## src/rtl/mem_stage_lsu_if.sv

```systemverilog
// Data-bus bundle between the memory-stage LSU (master) and data RAM / GEMM MMIO (slave).
interface mem_stage_lsu_if #(
  parameter int unsigned ADDR_W = 32
);
  logic              bus_req_valid;
  logic              bus_req_ready;
  logic              bus_req_we;
  logic [ADDR_W-1:0] bus_req_addr;
  logic [3:0]        bus_req_be;
  logic [31:0]       bus_req_wdata;
  logic              bus_rsp_valid;
  logic [31:0]       bus_rsp_rdata;

  modport master (
    output bus_req_valid, bus_req_we, bus_req_addr, bus_req_be, bus_req_wdata,
    input  bus_req_ready, bus_rsp_valid, bus_rsp_rdata
  );

  modport slave (
    input  bus_req_valid, bus_req_we, bus_req_addr, bus_req_be, bus_req_wdata,
    output bus_req_ready, bus_rsp_valid, bus_rsp_rdata
  );
endinterface

```

## src/rtl/mem_stage_lsu.sv

```systemverilog
// Memory-stage load/store unit: stalls the pipeline while one valid/ready bus access runs.
// Optional build macro MISALIGN_TRAP_EN traps misaligned half/word accesses without a bus cycle.
module mem_stage_lsu #(
  parameter int unsigned ADDR_W      = 32,
  parameter int unsigned RSP_TIMEOUT = 256
) (
  input  logic              clk,
  input  logic              reset,
  input  logic              mem_read,
  input  logic              mem_write,
  input  logic [2:0]        func3,
  input  logic [ADDR_W-1:0] addr,
  input  logic [31:0]       wdata,
  output logic              lsu_stall,
  output logic [31:0]       rdata,
  output logic              rdata_valid,
  output logic              bus_err,
  output logic              misalign_err,
  mem_stage_lsu_if.master   bus
);

  localparam int unsigned CNT_W = (RSP_TIMEOUT > 0) ? $clog2(RSP_TIMEOUT + 1) : 1;

  typedef enum logic [1:0] {IDLE, REQ, RSP, DONE} state_e;

  state_e            state_q, state_d;
  logic              we_q, we_d;
  logic [ADDR_W-1:0] addr_q, addr_d;
  logic [3:0]        be_q, be_d;
  logic [31:0]       wdata_q, wdata_d;
  logic [2:0]        func3_q, func3_d;
  logic [31:0]       rdata_q, rdata_d;
  logic [CNT_W-1:0]  cnt_q, cnt_d;
  logic              err_q, err_d;
  logic              mis_q, mis_d;

  logic              access;
  logic              misaligned;
  logic [3:0]        be_new;
  logic [31:0]       wdata_new;
  logic [7:0]        byte_sel;
  logic [15:0]       half_sel;
  logic [31:0]       load_ext;

  // Reserved func3 codes never start an access, so they never stall.
  assign access = (mem_read | mem_write) & (func3 != 3'b011) &
                  (func3 != 3'b110) & (func3 != 3'b111);

`ifdef MISALIGN_TRAP_EN
  assign misaligned   = ((func3[1:0] == 2'b01) && addr[0]) ||
                        ((func3[1:0] == 2'b10) && (addr[1:0] != 2'b00));
  assign misalign_err = (state_q == DONE) & mis_q;
`else
  assign misaligned   = 1'b0;
  assign misalign_err = 1'b0;
`endif

  always_comb begin
    be_new    = 4'b1111;
    wdata_new = wdata;
    case (func3[1:0])
      2'b00: begin
        be_new    = 4'b0001 << addr[1:0];
        wdata_new = {4{wdata[7:0]}};
      end
      2'b01: begin
        be_new    = 4'b0011 << {addr[1], 1'b0};
        wdata_new = {2{wdata[15:0]}};
      end
      default: begin
        be_new    = 4'b1111;
        wdata_new = wdata;
      end
    endcase
  end

  always_comb begin
    byte_sel = bus.bus_rsp_rdata[{addr_q[1:0], 3'b000} +: 8];
    half_sel = addr_q[1] ? bus.bus_rsp_rdata[31:16] : bus.bus_rsp_rdata[15:0];
    load_ext = bus.bus_rsp_rdata;
    case (func3_q[1:0])
      2'b00:   load_ext = {{24{byte_sel[7] & ~func3_q[2]}}, byte_sel};
      2'b01:   load_ext = {{16{half_sel[15] & ~func3_q[2]}}, half_sel};
      default: load_ext = bus.bus_rsp_rdata;
    endcase
  end

  always_comb begin
    state_d   = state_q;
    we_d      = we_q;
    addr_d    = addr_q;
    be_d      = be_q;
    wdata_d   = wdata_q;
    func3_d   = func3_q;
    rdata_d   = rdata_q;
    cnt_d     = '0;
    err_d     = err_q;
    mis_d     = mis_q;
    lsu_stall = 1'b0;
    unique case (state_q)
      IDLE: begin
        lsu_stall = access;
        if (access) begin
          we_d    = mem_write;
          addr_d  = addr;
          be_d    = be_new;
          wdata_d = wdata_new;
          func3_d = func3;
          rdata_d = '0;
          err_d   = 1'b0;
          mis_d   = misaligned;
          state_d = misaligned ? DONE : REQ;
        end
      end
      REQ: begin
        lsu_stall = 1'b1;
        if (bus.bus_req_ready) begin
          state_d = RSP;
          cnt_d   = CNT_W'(1);
        end
      end
      RSP: begin
        lsu_stall = 1'b1;
        cnt_d     = cnt_q + 1'b1;
        if (bus.bus_rsp_valid) begin
          rdata_d = we_q ? '0 : load_ext;
          state_d = DONE;
        end else if ((RSP_TIMEOUT != 0) && (cnt_q == CNT_W'(RSP_TIMEOUT))) begin
          err_d   = 1'b1;
          rdata_d = '0;
          state_d = DONE;
        end
      end
      DONE: begin
        state_d = IDLE;
      end
      default: begin
        state_d = IDLE;
      end
    endcase
  end

  always_ff @(posedge clk) begin
    if (reset) begin
      state_q <= IDLE;
      we_q    <= 1'b0;
      addr_q  <= '0;
      be_q    <= '0;
      wdata_q <= '0;
      func3_q <= '0;
      rdata_q <= '0;
      cnt_q   <= '0;
      err_q   <= 1'b0;
      mis_q   <= 1'b0;
    end else begin
      state_q <= state_d;
      we_q    <= we_d;
      addr_q  <= addr_d;
      be_q    <= be_d;
      wdata_q <= wdata_d;
      func3_q <= func3_d;
      rdata_q <= rdata_d;
      cnt_q   <= cnt_d;
      err_q   <= err_d;
      mis_q   <= mis_d;
    end
  end

  assign rdata_valid = (state_q == DONE) & ~we_q & ~err_q & ~mis_q;
  assign rdata       = rdata_valid ? rdata_q : '0;
  assign bus_err     = (state_q == DONE) & err_q;

  assign bus.bus_req_valid = (state_q == REQ);
  assign bus.bus_req_we    = we_q;
  assign bus.bus_req_addr  = {addr_q[ADDR_W-1:2], 2'b00};
  assign bus.bus_req_be    = be_q;
  assign bus.bus_req_wdata = wdata_q;

endmodule

```

## src/flat_wrapper.sv

```systemverilog
// flat-port wrapper written by rule: the top's interface ports become plain ports
module mem_stage_lsu_flat 
#(
  parameter int unsigned ADDR_W      = 32,
  parameter int unsigned RSP_TIMEOUT = 256
)
  (clk, reset, mem_read, mem_write, func3, addr, wdata, lsu_stall, rdata, rdata_valid, bus_err, misalign_err, bus_bus_req_valid, bus_bus_req_we, bus_bus_req_addr, bus_bus_req_be, bus_bus_req_wdata, bus_bus_req_ready, bus_bus_rsp_valid, bus_bus_rsp_rdata);
  mem_stage_lsu_if #(.ADDR_W(ADDR_W)) bus_i ();
  input  logic clk;
  input  logic reset;
  input  logic mem_read;
  input  logic mem_write;
  input  logic [2:0] func3;
  input  logic [ADDR_W-1:0] addr;
  input  logic [31:0] wdata;
  output logic lsu_stall;
  output logic [31:0] rdata;
  output logic rdata_valid;
  output logic bus_err;
  output logic misalign_err;
  output wire logic [$bits(bus_i.bus_req_valid)-1:0] bus_bus_req_valid;
  output wire logic [$bits(bus_i.bus_req_we)-1:0] bus_bus_req_we;
  output wire logic [$bits(bus_i.bus_req_addr)-1:0] bus_bus_req_addr;
  output wire logic [$bits(bus_i.bus_req_be)-1:0] bus_bus_req_be;
  output wire logic [$bits(bus_i.bus_req_wdata)-1:0] bus_bus_req_wdata;
  input wire logic [$bits(bus_i.bus_req_ready)-1:0] bus_bus_req_ready;
  input wire logic [$bits(bus_i.bus_rsp_valid)-1:0] bus_bus_rsp_valid;
  input wire logic [$bits(bus_i.bus_rsp_rdata)-1:0] bus_bus_rsp_rdata;
  assign bus_bus_req_valid = bus_i.bus_req_valid;
  assign bus_bus_req_we = bus_i.bus_req_we;
  assign bus_bus_req_addr = bus_i.bus_req_addr;
  assign bus_bus_req_be = bus_i.bus_req_be;
  assign bus_bus_req_wdata = bus_i.bus_req_wdata;
  assign bus_i.bus_req_ready = bus_bus_req_ready;
  assign bus_i.bus_rsp_valid = bus_bus_rsp_valid;
  assign bus_i.bus_rsp_rdata = bus_bus_rsp_rdata;
  mem_stage_lsu #(.ADDR_W(ADDR_W), .RSP_TIMEOUT(RSP_TIMEOUT)) u_core (.clk(clk), .reset(reset), .mem_read(mem_read), .mem_write(mem_write), .func3(func3), .addr(addr), .wdata(wdata), .lsu_stall(lsu_stall), .rdata(rdata), .rdata_valid(rdata_valid), .bus_err(bus_err), .misalign_err(misalign_err), .bus(bus_i));
endmodule
```

## config.mk

```make
export PLATFORM = sky130hd
export DESIGN_NAME = mem_stage_lsu_flat
export DESIGN_NICKNAME = d
export VERILOG_FILES = /design/src/rtl/mem_stage_lsu_if.sv /design/src/rtl/mem_stage_lsu.sv /design/src/flat_wrapper.sv
export SDC_FILE = /design/constraint.sdc
export NUM_CORES = 1
export LEC_CHECK = 0
export ABC_AREA = 1
export CAP_MARGIN = 20
export CORE_ASPECT_RATIO = 0.5
export CORE_MARGIN = 3
export CORE_UTILIZATION = 40
export CTS_CLUSTER_SIZE = 16
export DETAILED_ROUTE_END_ITERATION = 10
export PLACE_DENSITY = 0.77
export SYNTH_ARGS = -nofsm -noshare
export SYNTH_HDL_FRONTEND = slang
export SYNTH_SLANG_ARGS = --single-unit
```

## constraint.sdc

```tcl
create_clock -name clk -period 4.7 [get_ports clk]
set_input_delay 0.47 -clock clk [delete_from_list [all_inputs] [get_ports clk]]
set_output_delay 0.47 -clock clk [all_outputs]
set_load 0.01 [all_outputs]
```

==> flow_metrics.tcl, run 1 <==
set metrics [dict create \
    outcome "completed" \
    synth.ff_latch_count 116 \
    synth-edff-count 0 \
    floorplan.initialDensity 0.421 \
    cts_buffers 17 \
    pwr-share-clk 0.356 \
    whs_endpoint "u_core.addr_q[21]$_SDFFE_PP0P_" \
    critical_path.endpoint_type "output pin" \
    syn-instance-count 838 \
    power.internal_mw 2.60 \
    detail_route.vias_per_cell 4.93 \
    worstReg2RegEnd "u_core.rdata_q[15]$_SDFFE_PP0P_" \
    power_leakage_nw 3.10 \
    ant_diodes 0 \
    ff2ff_path_depth 9 \
    gr-usage-met2 0.363 \
    post_route_cells_drive_above_1_share 0.0897 \
    hold_viol_final 0 \
    clock_root_buffer "sky130_fd_sc_hd__clkbuf_16" \
    power.net_switching_mw 1.28 \
    crit_buf_inv 3 \
    dr_total_vias 5893 \
    worstSetupPathType "in2out" \
    first_pass_iters 5 \
    asyncSetResetFlopFracSynth 0 \
    finalNonFillerCells 1195 \
    post-route-drc-count 0 \
    die_area_um2 16200 \
    multiInputGateArea_um2 2760 \
    grt_first_pass_wirelength_um 27600 \
    grt_max_degree 85 \
    finalInstanceArea_um2 8370 \
    grt_remaining_overflow 0 \
    port_buffers 207 \
    synth.yosys.seq_area_share 0.396 \
    critical_path_most_common_cell "sky130_fd_sc_hd__clkdlybuf4s50_1" \
    synthAdderAreaFrac 0.0171 \
    maximum_root_to_sink_buffer_count 2 \
    main_combinational_cell_family_by_area_after_synthesis "simple AND/OR/NAND/NOR gates" \
    chipHeight_um 91.6 \
    post_synthesis_to_final_layout_area_growth_pct 42.8 \
    post_dp_cell_area_um2 7740 \
    worstPathRequired_ps 4230 \
    timing_worst_slew_pin_value_ps 954 \
    switching_share 0.331 \
    final_hpwl_from_detailed_placement_um 12100 \
    post_cts_resize_count 0 \
    clkSlewWorstSetupHoldPaths_ps 50 \
    min-delay-path-class "reg2reg" \
    timing.slew.headroom 0.364 \
    layout.filler_cells 1250 \
    synthesized_area_fraction_occupied_by_and_or_nand_nor_cells 0.289 \
    nNetsFinal 1103 \
    worst_skew_pair.late_latency_ps 410 \
    predominant_post_synthesis_flop_cell "sky130_fd_sc_hd__dfxtp_1" \
    synth_warn 0 \
    postRouteAntennaNets 0 \
    share_seq_of_total_power 0.320 \
    design.portCount 211 \
    hold_path_startpoint "u_core.addr_q[21]$_SDFFE_PP0P_" \
    cell_with_the_largest_stage_delay_on_the_worst_path "sky130_fd_sc_hd__clkdlybuf4s50_1" \
    worstPathArrival_ps 2590 \
    fmax_mhz 327 \
    yosys.cell_types.count 37 \
    holdBufCountCts 0 \
    timing.final.setup_violations 0 \
    die_width_um 177 \
    power-per-cell-area_nw_per_um2 463 \
    slew_viol_final 0 \
    critPathLaunchType "input pin" \
    crit_path_cell_trace "clkdlybuf4s50_1, buf_4, o21ai_1, nand3_2, a21oi_1, clkdlybuf4s50_1" \
    synthMuxAreaShare 0 \
    synth_compound_gate_area_share 0.161 \
    use_met1 0.261 \
    grt.busiest_layer "met2" \
    critical_path.max_stage_delay_ps 560 \
    hold-path-cell-count 2 \
    post-route-worst-setup-slack_ps 1640 \
    synthesis.area_per_instance_um2 7.00 \
    max-cap-violations 0 \
    post-cts-setup-buffers 0 \
    post-route-min-period_ps 3060 \
    cts_tree "done" \
    critPathTopFamily "buffers and inverters" \
    rows 30 \
    finalWirelength_um 17000 \
    layout_worst_path_cycle_share 0.651 \
    finalSetupTns_ps 0 \
    number_of_global_route_vias_before_repair 5708 \
    cts.htree.levels 4 \
    register_area_um2 2320 \
    grt_util_met3 0.0380 \
    totalPowerFinal_mw 3.88 \
    dr.first_iter.drc_count 345 \
    timing.reg2reg.setup_slack_ps 2100 \
    max-vdd-ir-drop_mv 0.298 \
    clock-sinks 116 \
    worstReg2RegStart "u_core.state_q[0]$_SDFFE_PP0P_" \
    syn_area_um2 5860 \
    dp_worst_setup_slack_ps 1580 \
    gpl.final_weighted_congestion 0.858 \
    synthXorXnorAreaFrac 0.00149 \
    path_max_fanout 28 \
    groute.usage.overall 0.208 \
    finClkSkew_ps 12.6 \
    power.combinational.fraction 0.323 \
    rsz_0062_raised_after_global_routing "no" \
    place_inst 1163 \
    routed_length_per_instance_um 14.3 \
    initial_antenna_violation_count 0 \
    coreArea_um2 13900 \
]
==> routing by layer <==
| metal | wire [µm] | up-vias |
|---|---|---|
| met3 | 846 | 22 |
| met2 | 8420 | 174 |
| met1 | 7550 | 2739 |
| met4 | 228 | 0 |
| li1 | - | 2958 |
| met5 | 0 | - |
==> per-stage QoR <==
step                utilization  hold slack, ps
floorplan                     -             444
global placement          0.554             451
detailed placement        0.556             458
CTS                       0.601             466
global route              0.601             482
finish                    0.601             462
==> power groups by stage <==
stage	registers, mW	logic [mW]	clock network [mW]
after global placement	1.25	1.23	0
after floorplan	1.26	0.831	0
after global routing	1.26	1.39	1.45
final	1.24	1.25	1.38
after CTS	1.24	1.26	1.40
after detailed placement	1.26	1.26	0
==> worst max-delay path by stage <==
| stage | endpoint | cells past startpoint | slack (ps) | start |
|---|---|---|---|---|
| after global routing | lsu_stall | 6 | 1470 | func3[1] |
| after global placement | u_core.bus.bus_req_be[3]$_SDFFE_PP0P_ | 7 | 1370 | func3[1] |
| final | lsu_stall | 6 | 1640 | func3[1] |
| after detailed placement | u_core.bus.bus_req_be[2]$_SDFFE_PP0P_ | 8 | 1580 | func3[1] |
| after floorplan | lsu_stall | 6 | 2860 | func3[1] |
| after CTS | lsu_stall | 6 | 1630 | func3[1] |
==> cell usage in the layout (no fill, tap or decap), types with 3 or more instances in the layout <==
cell / instances
sky130_fd_sc_hd__nand2_1: 242
sky130_fd_sc_hd__clkdlybuf4s50_1: 206
sky130_fd_sc_hd__dfxtp_1: 116
sky130_fd_sc_hd__a21oi_1: 99
sky130_fd_sc_hd__inv_1: 72
sky130_fd_sc_hd__o21ai_0: 46
sky130_fd_sc_hd__nor2_1: 45
sky130_fd_sc_hd__nand3_1: 42
sky130_fd_sc_hd__or2_2: 18
sky130_fd_sc_hd__clkbuf_16: 17
sky130_fd_sc_hd__a31oi_1: 12
sky130_fd_sc_hd__nand3_2: 11
sky130_fd_sc_hd__a21oi_2: 10
sky130_fd_sc_hd__ha_1: 8
sky130_fd_sc_hd__nor3_1: 7
sky130_fd_sc_hd__buf_4: 5
sky130_fd_sc_hd__inv_2: 4
sky130_fd_sc_hd__nand2_4: 4
sky130_fd_sc_hd__bufinv_16: 4
sky130_fd_sc_hd__a41oi_1: 3
sky130_fd_sc_hd__conb_1: 3
sky130_fd_sc_hd__clkbuf_8: 3
sky130_fd_sc_hd__clkinv_2: 3
sky130_fd_sc_hd__clkbuf_1: 3
==> Yosys cell counts (all sizes together) (2+ instances only) <==
| cell type | instances | area share |
|---|---|---|
| a41oi | 3 | 0.0045 |
| nand2 | 247 | 0.16 |
| buf | 59 | 0.070 |
| nor3b | 2 | 0.0026 |
| nor2 | 48 | 0.035 |
| o21ai | 47 | 0.040 |
| a21oi | 109 | 0.099 |
| nor3 | 7 | 0.0060 |
| dfxtp | 116 | 0.40 |
| clkbuf | 22 | 0.014 |
| inv | 77 | 0.050 |
| or2 | 19 | 0.020 |
| nand3 | 55 | 0.060 |
| o21a | 2 | 0.0026 |
| a31oi | 12 | 0.013 |
| ha | 8 | 0.017 |
==> worst register-to-register path, delay by kind of cell, from the launching register on <==
family	cells	cell delay (ps)
simple gates	5	1440
flops	1	400
fa+ha+maj	1	300
buf+inv	2	200
compound gates	1	200
==> cell families after synthesis <==
family                     after synthesis
other                                    1
buffers and inverters                  159
adders and majority gates                8
and+or+nand+nor                        379
DFF                                    116
AOI/OAI and AO/OA                      174
xor gates and xnor gates                 1
==> final cells by class <==
cell class,count,share of cell area
multi-input combinational,565,0.330
sequential,116,0.277
timing repair buffer,212,0.253
clock buffer,23,0.0571
inverter,78,0.0359
tap,192,0.0287
clock inverter,9,0.0179
==> state kept, by name (all words and copies together), names as in the netlist <==
| name | cells |
|---|---|
| u_core.state_q | 2 |
| u_core.rdata_q | 32 |
| u_core.bus.bus_req_we | 1 |
| u_core.cnt_q | 9 |
| u_core.err_q | 1 |
| u_core.bus.bus_req_be | 4 |
| u_core.func3_q | 3 |
| u_core.bus.bus_req_wdata | 32 |
| u_core.addr_q | 32 |
(Power assumes the default switching activity.)
==> inputs of run 2 (changes only) <==
==> constraint.sdc (replaced) <==
create_clock -name clk -period 3.1 [get_ports clk]
set_input_delay 0.31 -clock clk [delete_from_list [all_inputs] [get_ports clk]]
set_output_delay 0.31 -clock clk [all_outputs]
set_load 0.01 [all_outputs]
==> flow_metrics.tcl, run 2 (synthesis results as in run 1) <==
set metrics [dict create \
    layout_worst_path_cycle_share 0.777 \
    path_max_fanout 9 \
    ant_diodes 0 \
    worstSetupPathType "in2out" \
    coreArea_um2 13900 \
    routed_length_per_instance_um 14.4 \
    nNetsFinal 1109 \
    totalPowerFinal_mw 6.11 \
    cts_buffers 17 \
    postRouteAntennaNets 0 \
    power-per-cell-area_nw_per_um2 722 \
    clock-sinks 116 \
    finalSetupTns_ps 0 \
    max-vdd-ir-drop_mv 0.365 \
    post_dp_cell_area_um2 7770 \
    cts_tree "done" \
    first_pass_iters 5 \
    layout.filler_cells 1241 \
    hold_viol_final 0 \
    cts.htree.levels 4 \
    worstPathArrival_ps 2100 \
    port_buffers 207 \
    layout_commonest_cell "sky130_fd_sc_hd__nand2_1" \
    finalInstanceArea_um2 8470 \
    outcome "completed" \
    timing.slew.headroom 0.328 \
    die_area_um2 16200 \
    dr.first_iter.drc_count 409 \
    design.portCount 211 \
    gpl.final_weighted_congestion 0.850 \
    whs_ps 455 \
    slew_viol_final 0 \
    grt_first_pass_wirelength_um 28000 \
    grt_remaining_overflow 0 \
    clock_root_buffer "sky130_fd_sc_hd__clkbuf_16" \
    chipHeight_um 91.6 \
    rsz_0062_raised_after_global_routing "no" \
    critical_path.endpoint_type "output pin" \
    final_cell_mix "sky130_fd_sc_hd__nand2_1 (242), sky130_fd_sc_hd__clkdlybuf4s50_1 (206), sky130_fd_sc_hd__dfxtp_1 (116)" \
    dr_total_vias 5895 \
    number_of_global_route_vias_before_repair 5624 \
    post-route-min-period_ps 2410 \
    finalWirelength_um 17300 \
    place_inst 1169 \
    finalNonFillerCells 1201 \
    rows 30 \
    floorplan.initialDensity 0.421 \
    grt_max_degree 85 \
    die_width_um 177 \
    critPathLaunchType "input pin" \
    post_cts_resize_count 0 \
    final_hpwl_from_detailed_placement_um 12100 \
    finClkSkew_ps 8.88 \
    timing.final.setup_violations 0 \
    worst_skew_pair.late_latency_ps 400 \
    max-cap-violations 0 \
    worstPathRequired_ps 2790 \
    power_leakage_nw 3.16 \
    initial_antenna_violation_count 0 \
    detail_route.vias_per_cell 4.91 \
    maximum_root_to_sink_buffer_count 2 \
    fmax_mhz 415 \
    post_synthesis_to_final_layout_area_growth_pct 44.5 \
    post_route_cells_drive_above_1_share 0.0961 \
    timing_worst_slew_pin_value_ps 1010 \
    holdBufCountCts 0 \
    post-cts-setup-buffers 0 \
    min-delay-path-class "in2reg" \
    post-route-drc-count 0 \
    groute.usage.overall 0.210 \
    clkSlewWorstSetupHoldPaths_ps 60 \
]
## run 2: changes by cell type in the layout (fill, tap and decap cells not counted), sizes merged
cell / previous run / this run
buf: 6 / 12
clkinv: 4 / 2
clkbuf: 23 / 24
clkinvlp: 2 / 1
bufinv: 4 / 6
## run 2: final timing paths
path | cells after the start | from | end | slack (ps)
min reg2reg | 2 | u_core.addr_q[28]$_SDFFE_PP0P_ | u_core.addr_q[28]$_SDFFE_PP0P_ | 460
max | 5 | func3[0] | lsu_stall | 690
min | 3 | wdata[18] | u_core.bus.bus_req_wdata[18]$_SDFFE_PP0P_ | 460
max reg2reg | 9 | u_core.state_q[0]$_SDFFE_PP0P_ | u_core.rdata_q[19]$_SDFFE_PP0P_ | 860
## run 2: final cells by class
type / count / area [µm²] / share of cell area
Clock inverter: 8 / 193 / 0.0228
Clock buffer: 24 / 502 / 0.0592
Inverter: 78 / 300 / 0.0355
Timing Repair Buffer: 218 / 2150 / 0.254
Sequential cell: 116 / 2320 / 0.274
Tap cell: 192 / 240 / 0.0284
Multi-Input combinational cell: 565 / 2760 / 0.326
## run 2: critical path: stages
cell and delay, ps:
sky130_fd_sc_hd__clkdlybuf4s50_1 570, sky130_fd_sc_hd__o21ai_1 250, sky130_fd_sc_hd__nand3_2 220, sky130_fd_sc_hd__a21oi_1 190
sky130_fd_sc_hd__clkdlybuf4s50_1 550
## run 2: where the power goes
part | internal, mW | switching, mW
Clock | 1.62 | 0.683
Sequential | 1.72 | 0.130
Combinational | 0.823 | 1.14
## run 2: per-stage QoR
step	utilization	setup slack (ps)
floorplan	-	1370
global placement	0.558	698
detailed placement	0.558	642
CTS	0.608	695
global route	0.608	591
finish	0.608	692
## run 2: per-layer routing
layer	wire, µm	GRT usage	vias to the layer above
li1	-	-	2961
met1	7540	0.262	2723
met2	8510	0.361	185
met3	1030	0.0489	26
met4	257	0.0588	0
met5	0	0	-
